### src/rtl/pc_seq_pkg.sv
// Shared types and constants for the PC sequencer.
// State encoding is fixed (BOOT=0 .. STEP=4) so debug tools can decode it.
// align_mask() clears the byte-offset bits below one instruction word.
package pc_seq_pkg;

   typedef enum logic [2:0] {
      ST_BOOT = 3'd0,
      ST_IDLE = 3'd1,
      ST_RUN  = 3'd2,
      ST_HALT = 3'd3,
      ST_STEP = 3'd4
   } pc_seq_state_t;

   localparam int PC_STEP_BYTES = 4;
   localparam int OFFSET_W      = 32;

   // Mask that keeps only word-aligned offset bits.
   function automatic logic [OFFSET_W-1:0] align_mask();
      return ~(OFFSET_W'(PC_STEP_BYTES - 1));
   endfunction

endpackage

### src/rtl/pc_seq_arb.sv
// Combinational priority select: halt > stall > jal > branch > increment.
// Zero latency; the enables and offset follow the inputs in the same cycle.
// Optional misalign trap: PC_SEQ_MISALIGN_TRAP_EN (without it, low offset bits are cleared).
import pc_seq_pkg::*;

module pc_seq_arb (
   input  logic                active,
   input  logic                honor_halt,
   input  logic                halt_req,
   input  logic                stall,
   input  logic                jal_en,
   input  logic [OFFSET_W-1:0] jal_offset,
   input  logic                br_taken,
   input  logic [OFFSET_W-1:0] br_offset,
   output logic                branch_en,
   output logic                increment_en,
   output logic [OFFSET_W-1:0] branch_offset,
`ifdef PC_SEQ_MISALIGN_TRAP_EN
   output logic                misalign,
`endif
   output logic                halt_take
);

   logic [OFFSET_W-1:0] sel;

   // Pick exactly one action per cycle; offset stays 0 unless a redirect is issued.
   always_comb begin
      branch_en     = 1'b0;
      increment_en  = 1'b0;
      branch_offset = '0;
      halt_take     = 1'b0;
`ifdef PC_SEQ_MISALIGN_TRAP_EN
      misalign      = 1'b0;
`endif
      sel = jal_en ? jal_offset : br_offset;
      if (active) begin
         if (honor_halt && halt_req) begin
            halt_take = 1'b1;
         end else if (stall) begin
            // hold PC
         end else if (jal_en || br_taken) begin
`ifdef PC_SEQ_MISALIGN_TRAP_EN
            // A misaligned target is not taken; the FSM parks in HALT instead.
            if (|(sel & ~align_mask())) begin
               misalign = 1'b1;
            end else begin
               branch_en     = 1'b1;
               branch_offset = sel;
            end
`else
            branch_en     = 1'b1;
            branch_offset = sel & align_mask();
`endif
         end else begin
            increment_en = 1'b1;
         end
      end
   end

endmodule

### src/rtl/pc_sequencer.sv
// Drives ProgramCounter enables/offset: boot delay, run/halt/step FSM, advance counter.
// Enables are combinational (zero added latency); status and counter are registered.
// Optional misalign trap via PC_SEQ_MISALIGN_TRAP_EN (adds sticky misalign_err output).
import pc_seq_pkg::*;

module pc_sequencer #(
   parameter int BOOT_CYCLES = 4,
   parameter int CNT_W       = 32
) (
   input  logic                clk,
   input  logic                rst,
   input  logic                run,
   input  logic                stall,
   input  logic                br_taken,
   input  logic [OFFSET_W-1:0] br_offset,
   input  logic                jal_en,
   input  logic [OFFSET_W-1:0] jal_offset,
   input  logic                halt_req,
   input  logic                step_req,
   output logic                branch_en,
   output logic                increment_en,
   output logic [OFFSET_W-1:0] branch_offset,
   output logic                running,
   output logic                halted,
`ifdef PC_SEQ_MISALIGN_TRAP_EN
   output logic                misalign_err,
`endif
   output logic [CNT_W-1:0]    adv_cnt
);

   localparam int BW = (BOOT_CYCLES > 1) ? $clog2(BOOT_CYCLES) : 1;

   pc_seq_state_t       state;
   pc_seq_state_t       state_nxt;
   logic [BW-1:0]       boot_cnt;
   logic                arb_branch;
   logic                arb_incr;
   logic [OFFSET_W-1:0] arb_offset;
   logic                halt_take;
   logic                trap;

   pc_seq_arb u_arb (
      .active        ((state == ST_RUN) || (state == ST_STEP)),
      .honor_halt    (state == ST_RUN),
      .halt_req      (halt_req),
      .stall         (stall),
      .jal_en        (jal_en),
      .jal_offset    (jal_offset),
      .br_taken      (br_taken),
      .br_offset     (br_offset),
      .branch_en     (arb_branch),
      .increment_en  (arb_incr),
      .branch_offset (arb_offset),
`ifdef PC_SEQ_MISALIGN_TRAP_EN
      .misalign      (trap),
`endif
      .halt_take     (halt_take)
   );

`ifndef PC_SEQ_MISALIGN_TRAP_EN
   assign trap = 1'b0;
`endif

   // State register plus status flags that mirror the state being entered.
   always_ff @(posedge clk) begin
      if (rst) begin
         state   <= ST_BOOT;
         running <= 1'b0;
         halted  <= 1'b0;
      end else begin
         state   <= state_nxt;
         running <= (state_nxt == ST_RUN);
         halted  <= (state_nxt == ST_HALT);
      end
   end

   // Next-state decision.
   always_comb begin
      state_nxt = state;
      case (state)
         ST_BOOT: if (boot_cnt == '0) state_nxt = ST_IDLE;
         ST_IDLE: if (run) state_nxt = ST_RUN;
         ST_RUN:  if (halt_take || trap) state_nxt = ST_HALT;
         ST_HALT: begin
            if (run)           state_nxt = ST_RUN;
            else if (step_req) state_nxt = ST_STEP;
         end
         // A stalled step waits; any non-stalled cycle completes the step.
         ST_STEP: if (!stall) state_nxt = ST_HALT;
         default: state_nxt = ST_BOOT;
      endcase
   end

   // PC controls: reset overrides whatever the arbiter selected.
   always_comb begin
      branch_en     = 1'b0;
      increment_en  = 1'b0;
      branch_offset = '0;
      if (!rst) begin
         branch_en     = arb_branch;
         increment_en  = arb_incr;
         branch_offset = arb_offset;
      end
   end

   // Boot delay countdown, reloaded only by reset.
   always_ff @(posedge clk) begin
      if (rst) begin
         boot_cnt <= BW'(BOOT_CYCLES - 1);
      end else if ((state == ST_BOOT) && (boot_cnt != '0)) begin
         boot_cnt <= boot_cnt - BW'(1);
      end
   end

   // Count every cycle in which the PC moves; wraps naturally.
   always_ff @(posedge clk) begin
      if (rst) begin
         adv_cnt <= '0;
      end else if (branch_en || increment_en) begin
         adv_cnt <= adv_cnt + CNT_W'(1);
      end
   end

`ifdef PC_SEQ_MISALIGN_TRAP_EN
   // Sticky misalign flag; only reset clears it.
   always_ff @(posedge clk) begin
      if (rst) begin
         misalign_err <= 1'b0;
      end else if (trap) begin
         misalign_err <= 1'b1;
      end
   end
`endif

endmodule

### config.mk
export PLATFORM = sky130hd
export DESIGN_NAME = pc_sequencer
export DESIGN_NICKNAME = d
export VERILOG_FILES = /design/src/rtl/pc_seq_pkg.sv /design/src/rtl/pc_seq_arb.sv /design/src/rtl/pc_sequencer.sv
export SDC_FILE = /design/constraint.sdc
export NUM_CORES = 1
export LEC_CHECK = 0
export BUFFER_PORTS_ARGS = -buffer_cell sky130_fd_sc_hd__buf_4
export CAP_MARGIN = 0
export CORE_MARGIN = 10
export CORE_UTILIZATION = 39
export DETAILED_ROUTE_END_ITERATION = 8
export GPL_ROUTABILITY_DRIVEN = 0
export PLACE_DENSITY = 0.75
export SLEW_MARGIN = 20
export SYNTH_ARGS = -nofsm -noshare
export SYNTH_HDL_FRONTEND = slang
export SYNTH_SLANG_ARGS = --single-unit
### constraint.sdc
create_clock -name clk -period 2 [get_ports clk]
set_input_delay 0.5 -clock clk [delete_from_list [all_inputs] [get_ports clk]]
set_output_delay 0.5 -clock clk [all_outputs]
set_load 0.05 [all_outputs]
# Yosys cells after proc, flatten, opt, wreduce, memory -nomap -nowiden
# Index checks and enable logic that the tools add are counted.
[word_totals] regBits=39 input_bits=72 out_inout_bits=68
[classes] addsub=2 eq_ne=6 n_mux=25 n_reduce_logical=8
[ops] op="$mux W32" count=6
[ops] op="$add A32 B1 Y32 const B" count=1
[ops] op="$mux W3" count=6
[ops] op="$pmux W3 S5" count=1
[ops] op="$eq A3 B2 Y1 const B" count=4
[ops] op="$mux W1" count=12
[ops] op="$eq A3 B1 Y1 const B" count=1
[ops] op="$eq A3 B3 Y1 const B" count=1
[ops] op="$logic_not A3 Y1" count=1
[ops] op="$logic_or A1 B1 Y1" count=3
[ops] op="$logic_and A1 B1 Y1" count=2
[ops] op="$logic_not A2 Y1" count=1
[ops] op="$reduce_bool A2 Y1" count=1
[ops] op="$sub A2 B1 Y2 const B" count=1

# Logic depth before layout (Yosys ltp)
# Gate-level depths: netlist of run 1.
[depth] word_depth=7 depth_mapped=7 mapped_depth_nobuf=6

# Hierarchy
# Synthesis of run 1 repeated with hierarchy kept, for this count alone.
[unflattened] cells_unflattened=353 area_unflattened_um2=3069.2
[by_module_without_submodules] mod="pc_sequencer" instances=1 cells_each=270 area_per_inst_um2=2223.4
[by_module_without_submodules] mod="pc_seq_arb" instances=1 cells_each=83 area_per_inst_um2=845.8

# Worst setup path before layout of run 1
# Ideal clock, no wire load.
[synth_timing] path_kind="input -> output" start="input port halt_req" end="output port branch_offset[10]" t_arrival_ns=2.118 path_slack_ns=-0.618 stages=5 n_path_buf=1 path_cell_list="nor3b_2 > o21ai_0 > o21bai_1 > clkbuf_1 > nor2_1"
[synth_between] elab_chain_cells=4
[synth_lines] element="start: declaration" line="pc_sequencer.sv:18" text="input logic halt_req,"
[synth_lines] element="$logic_and A1 B1 Y1" line="pc_seq_arb.sv:37" text="if (honor_halt && halt_req) begin"
[synth_lines] element="$mux W32" line="pc_seq_arb.sv:37"
[synth_lines] element="$mux W32" line="pc_seq_arb.sv:36" text="if (active) begin"
[synth_lines] element="$mux W32" line="pc_sequencer.sv:99" text="if (!rst) begin"
[synth_lines] element="end: declaration" line="pc_sequencer.sv:22" text="output logic [OFFSET_W-1:0] branch_offset,"
# Every way passes these cells.

# Worst setup path after layout of run 1
[layout_timing] start="register state[1]" end="output port branch_offset[18]"
[layout_between] elab_chain_cells=5 elab_cells_between_ends=7
[layout_lines] element="start: declaration" line="pc_sequencer.sv:33" text="pc_seq_state_t state;"
[layout_lines] element="start signal: assignment" line="pc_sequencer.sv:71" text="state <= state_nxt;"
[layout_lines] element="$eq A3 B2 Y1" line="pc_sequencer.sv:43, pc_sequencer.sv:44"
[layout_lines] element="$logic_and A1 B1 Y1" line="pc_seq_arb.sv:37"
[layout_lines] element="$mux W32" line="pc_seq_arb.sv:37"
[layout_lines] element="$mux W32 (*)" line="pc_seq_arb.sv:36"
[layout_lines] element="$mux W32 (*)" line="pc_sequencer.sv:99"
# Mark *: on every way between the ends. The rest lies on a longest branch, timed or not.

==> metrics, run 1 <==
Vias per Instance=5.362; H-Tree Depth=2; failing checks=setup timing; Unique masters post-synth=47; Pre-Repair DR Iteration Count=4; max-slew violation count=0; Critical Path AT=1.64 ns; crit-path leading delay family=buffers and inverters; Static Leak=0.001811 uW; Port Buffer Count=133; CORE AREA=5991 sq um; Layout Skew=0.004270 ns; IO Count=140; worst setup margin=-0.1353 ns; Hold Fails Final Rpt=0; Worst-path clk slew=0.07 ns; Clk Latency, worst-skew pair=0.29 ns; Cell Rows=28; clock tree root driver cell=clkbuf_8; EDFF count, synth=0; warnings from Yosys=0; total die area=9808 sq um; Post-Synthesis Cell Area=2436 sq um; maximum clock frequency=468.3 MHz; commonest non-fill, non-tap cell in the layout=buf_4; # setup viols final=32; via count=2,815; total CTS buffers=5; Max FO, Critical Path=8; Total GRT Usage=17.62%; Worst slew margin=63.65%; ordered cell list for the critical path=nor3b_4 -> o21ai_2 -> o21bai_4 -> clkbuf_16 -> nor2_4 -> buf_6; Slew @ Worst Pin=0.5429 ns; CTS tree=done; WS Path Type=reg -> out; Tcrit/Tclk final=106.8%; Yosys reg bits=39; DRC=0; initial antenna violation count=0; Overflow after GRT=0; CTS Hold Bufs=0; CP Buf/Inv Count=2; startpoint type of the worst setup path=flip-flop; vias in the first global route=2,686; Final Util=71.76%; first-pass GRT wire length=14,430 um; Tightest Hold Check Type=in -> reg; Design Power=1926 uW; Post-DRT Antenna Nets=0; top_reg_cell synth=dfxtp_1; cell count after synthesis=301; outcome=complete, but fails checks; fraction of registers with async set/reset=0%; Initial Util=40.66%; crit end category=output port; ratio of cells with drive above 1 in the final layout=53.56%; PwrDens=447.9 nW/um^2; final net count=523; Avg WL per Cell=18.18 um; RSZ-0062 raised after global routing=true; Worst Path Required=1.50 ns; most frequent cells in the layout=buf_4 (122), mux2i_1 (30), nor2_4 (30), buf_6 (28), a21oi_1 (25); CP peak stage delay=0.35 ns; Die W=99.04 um; height of the chip=99.04 um; Starting DRT DRC Count=95; register area share after synthesis=32.05%; Area Growth Syn to Fin=76.48%; Clock Path Buffers=2; DP HPWL=7148 um; syn avg cell area=8.093 sq um; largest net degree at the start of global routing=24; Max-cap violations=0; critical path's slowest cell=dfxtp_2; maximum vdd drop=0.6086 mV; clock period minus worst slack=2.135 ns; DRT Wirelength=9542 um; clk sinks=39; # diodes=0
[final timing paths]
| check | startpoint | to | slack, ns | cells after the start |
|---|---|---|---|---|
| min | rst | adv_cnt[0] | 0.44 | 2 |
| max | state[1] | branch_offset[18] | -0.14 | 6 |
| min reg2reg | boot_cnt[1] | boot_cnt[1] | 0.46 | 1 |
| max reg2reg | state[1] | adv_cnt[30] | 0.06 | 7 |
[flip-flops by register name (all words and copies together), names as in the netlist]
register  count
running       1
halted        1
adv_cnt      32
state         3
boot_cnt      2
[timing repair]
action                     CTS  global route
gates resized for setup     37            13
setup buffers                1             1
gates cloned                 0             1
setup endpoints to repair   31            37
pin swaps                    0             4
[cell usage after synthesis, types with 2 or more instances]
cell type | n | share of area, %
buf_1 | 2 | 0.31
nand2_1 | 9 | 1.4
or4_1 | 16 | 4.9
or2_2 | 2 | 0.51
xnor2_1 | 3 | 1.1
o21ai_0 | 9 | 1.8
nor2b_1 | 8 | 2.1
and2_1 | 2 | 0.51
xor2_1 | 2 | 0.72
o2111ai_1 | 2 | 0.72
inv_1 | 11 | 1.7
clkbuf_1 | 14 | 2.2
buf_2 | 3 | 0.62
nor4_1 | 4 | 1.0
o211ai_1 | 3 | 0.92
nor2_1 | 44 | 6.8
mux2i_1 | 30 | 12
a21oi_1 | 25 | 5.1
or3_1 | 8 | 2.1
nand4_1 | 5 | 1.3
nand3_1 | 9 | 1.8
and4_1 | 3 | 1.1
buf_4 | 2 | 0.62
nor3_1 | 2 | 0.41
and3_1 | 3 | 0.77
o31ai_1 | 15 | 4.6
ha_1 | 2 | 1.0
mux2_2 | 5 | 2.3
o21bai_1 | 2 | 0.62
dfxtp_1 | 39 | 32
[report_power, final]
group / total, uW / internal, uW / switching, uW / leakage, uW
Combinational: 600 / 292 / 308 / 0.00144
Sequential: 820 / 800 / 19.7 / 0.000329
Clock: 506 / 245 / 261 / 0.0000422
[cells by family after synthesis]
family          Yosys count  share of synthesized area, %
xor+xnor                  5                         1.798
other cells               1                        0.1539
compound gates           62                         15.87
mux                      35                         14.64
flops                    39                         32.05
fa+ha+maj                 2                         1.027
simple gates            124                         28.61
buf+inv                  33                         5.855
[per-layer routing]
metal,vias up,track usage (%),routed length [um]
met1,1333,19.33,3598
met4,0,4.300,210
met2,68,32.26,5233
met5,-,0,0
li1,1400,-,-
met3,14,5.098,500
[through the flow]
step                      area (sq um)  setup WS, ns  setup TNS, ns  hold slack, ns  instances
after CTS                         4213       -0.1199         -2.962          0.4297        523
after global routing              4299       -0.2198         -6.072          0.4327        525
after floorplan                   2801       -0.1141         -3.268          0.4354        302
final                             4299       -0.1353         -3.342          0.4362        525
after global placement            3991       -0.1095         -3.599          0.4456        514
after detailed placement          3991       -0.1481         -4.772          0.4504        514
[cell type report]
| cell class | count | area [sq um] |
|---|---|---|
| clock buffers | 7 | 76.32 |
| clock inverters | 1 | 5.005 |
| fillers | 469 | 1692 |
| inverters | 11 | 45.04 |
| multi-input cells | 230 | 1805 |
| flip-flops and latches | 39 | 832.0 |
| well taps | 75 | 93.84 |
| repair buffers | 162 | 1441 |
(Power assumes the default switching activity.)
==> run 2, diff against run 1 <==
- PLACE_DENSITY: 0.75 -> 0.71
- SLEW_MARGIN: 20 -> not set
- SYNTH_HIERARCHICAL: not set -> 1
==> metrics, run 2 <==
Synth Area in XOR/XNOR=1.998%; Yosys top cell by area=dfxtp_1; Fill cells=561; Avg WL per Cell=18.46 um; H-Tree Depth=2; startpoint type of the worst setup path=flip-flop; Max FO, Critical Path=7; Vias per Instance=5.357; Multi-input gate area=2808 sq um; DRC=0; Tcrit/Tclk final=120.7%; cell area after layout=5472 sq um; warnings from Yosys=6; Unique masters post-synth=46; Tightest Hold Check Type=reg -> reg; maximum vdd drop=0.3634 mV; Critical Path AT=1.91 ns; Layout Skew=0.008011 ns; cell count after synthesis=353; outcome=complete, but fails checks; register area share after synthesis=25.44%; top_reg_cell synth=dfxtp_1; Gate power share=29.7%; Pre-Repair DR Iteration Count=4; Compound-Gate Fraction of Synth Area=7.379%; CP Launch Point=state[1]; clk sinks=39; Worst slew margin=36.78%; commonest non-fill, non-tap cell in the layout=buf_4; # setup viols final=57; fraction of registers with async set/reset=0%; height of the chip=108.7 um; Cell Rows=32; P_int=1464 uW; Placed Area=4653 sq um; WS Path Type=reg -> out; vias in the first global route=3,398; count leader, synth=nor2b_1; Seq pwr share=38.6%; # diodes=0; Post-Synthesis Cell Area=3069 sq um; Hold Fails Final Rpt=0; RSZ-0062 raised after global routing=true; final net count=578; Worst R2R End=adv_cnt[26]; crit path to=branch_offset[22]; most instantiated cells after synthesis=nor2b_1 (47), dfxtp_1 (39), nor4_2 (33); Area Growth Syn to Fin=78.27%; Yosys reg bits=39; adder-cell share of the synthesized area=0.8153%; Total GRT Usage=18.06%; clock power share=31.7%; Seq. cell area=788.3 sq um; clock period minus worst slack=2.415 ns; Overflow after GRT=0; Design Power=2128 uW; failing checks=setup timing; Max-cap violations=0; Die W=108.7 um; maximum clock frequency=414.1 MHz; initial antenna violation count=0; PwrDens=389.0 nW/um^2; first-pass GRT wire length=17,750 um; CTS Hold Bufs=0; Clock Path Buffers=2; via count=3,252; Hold Path Origin=adv_cnt[31]; Worst Path Required=1.50 ns; NetSw=664.7 uW; EDFF count, synth=0; Net Sw Frac=31.23%; total die area=11,820 sq um; largest family of logic cells by synthesized area=simple AND/OR/NAND/NOR gates; IO Count=140; Initial Util=39.93%; crit end category=output port; Worst-path clk slew=0.08 ns; r2r setup slk=-0.36 ns; most frequent cells in the layout=buf_4 (129), dfxtp_1 (37), mux2i_1 (32), nor2b_4 (31), nor4_4 (29); Synth area leaders=dfxtp_1 (25%), nor4_2 (13%), mux2i_1 (10%), nor2b_1 (9.6%), nor2_1 (3.4%); max reg flops=32; largest registers=adv_cnt (32), state (3), boot_cnt (2); top-area cell type share of the netlist area=25.44%; clock tree root driver cell=clkbuf_8; reg2reg start=state[1]; Clk Latency, worst-skew pair=0.29 ns; most flop-heavy register=adv_cnt; Starting DRT DRC Count=118; worst setup margin=-0.4150 ns; area share of and/or/nand/nor cells after synthesis=41.21%; max-slew violation count=0; total CTS buffers=5; Reg2Reg Depth=9; Slew @ Worst Pin=0.9463 ns; Post-DRT Antenna Nets=0; Port Buffer Count=133; mux cell area share after synthesis=15.21%; Static Leak=0.002275 uW; CTS tree=done; DRT Wirelength=11,200 um; CORE AREA=7687 sq um; ratio of cells with drive above 1 in the final layout=60.00%; DP HPWL=8083 um; syn avg cell area=8.695 sq um; largest net degree at the start of global routing=31
==> run 2: final cells by class <==
| type | instances | area share [%] |
|---|---|---|
| Inverter | 7 | 0.4802 |
| Clock buffer | 5 | 1.258 |
| Timing Repair Buffer | 176 | 29.41 |
| Clock inverter | 3 | 0.8004 |
| Tap cell | 102 | 2.332 |
| Sequential cell | 39 | 14.41 |
| Multi-Input combinational cell | 275 | 51.31 |
==> run 2: worst min path at each step <==
stage | to | slack (ns) | depth (start not counted)
after floorplan | boot_cnt[1] | 0.44 | 1
after detailed placement | adv_cnt[31] | 0.47 | 1
after global routing | adv_cnt[31] | 0.50 | 1
after global placement | boot_cnt[1] | 0.44 | 1
final | adv_cnt[31] | 0.47 | 1
after CTS | adv_cnt[31] | 0.48 | 1
==> run 2: cells by family after synthesis <==
family                   Yosys count
AO/OA/AOI/OAI                     36
XOR/XNOR                           7
adder cells (fa/ha/maj)            2
buffers and inverters             41
flip-flops                        39
multiplexers                      45
other                              1
AND/OR/NAND/NOR                  182
==> run 2: timing repair <==
item	in CTS	in global routing
endpoints found under the setup margin	59	59
gates resized for setup	96	30
pin swaps	20	9
cloned	2	0
buffers inserted	5	3
==> run 2: worst max-delay path, stage by stage, from the launching register on <==
cell and delay (ns):
dfxtp_4 0.37, nand2b_4 0.15, a21oi_4 0.18, nand2b_4 0.09
buf_6 0.15, buf_12 0.15, nor4_4 0.17, nor2b_4 0.21
buf_8 0.15
==> run 2: per-layer routing <==
layer	vias up	global-route usage, %	part of all wire (%)
met5	-	0	0
met1	1544	21.03	41
met3	5	4.248	7.4
met2	123	32.72	51
met4	0	4.049	0.43
li1	1580	-	-
==> run 2: power by group through the flow <==
stage | clock network (uW) | logic (uW) | registers [uW]
finish | 674 | 633 | 822
global route | 713 | 686 | 825
CTS | 681 | 619 | 822
detailed placement | 0 | 558 | 840
global placement | 0 | 539 | 837
floorplan | 0 | 367 | 844
==> run 2: stage by stage <==
stage / utilization [%] / setup TNS, ns / hold WS (ns) / setup slack, ns / instances
2_1_floorplan: - / -14.39 / 0.4354 / -0.6031 / 354
3_3_place_gp: 60.53 / -16.98 / 0.4418 / -0.4557 / 590
3_5_place_dp: 60.53 / -19.27 / 0.4686 / -0.5389 / 590
4_1_cts: 68.85 / -18.24 / 0.4810 / -0.3894 / 604
5_1_grt: 71.18 / -23.22 / 0.4973 / -0.4756 / 607
6_report: 71.18 / -17.91 / 0.4726 / -0.4150 / 607
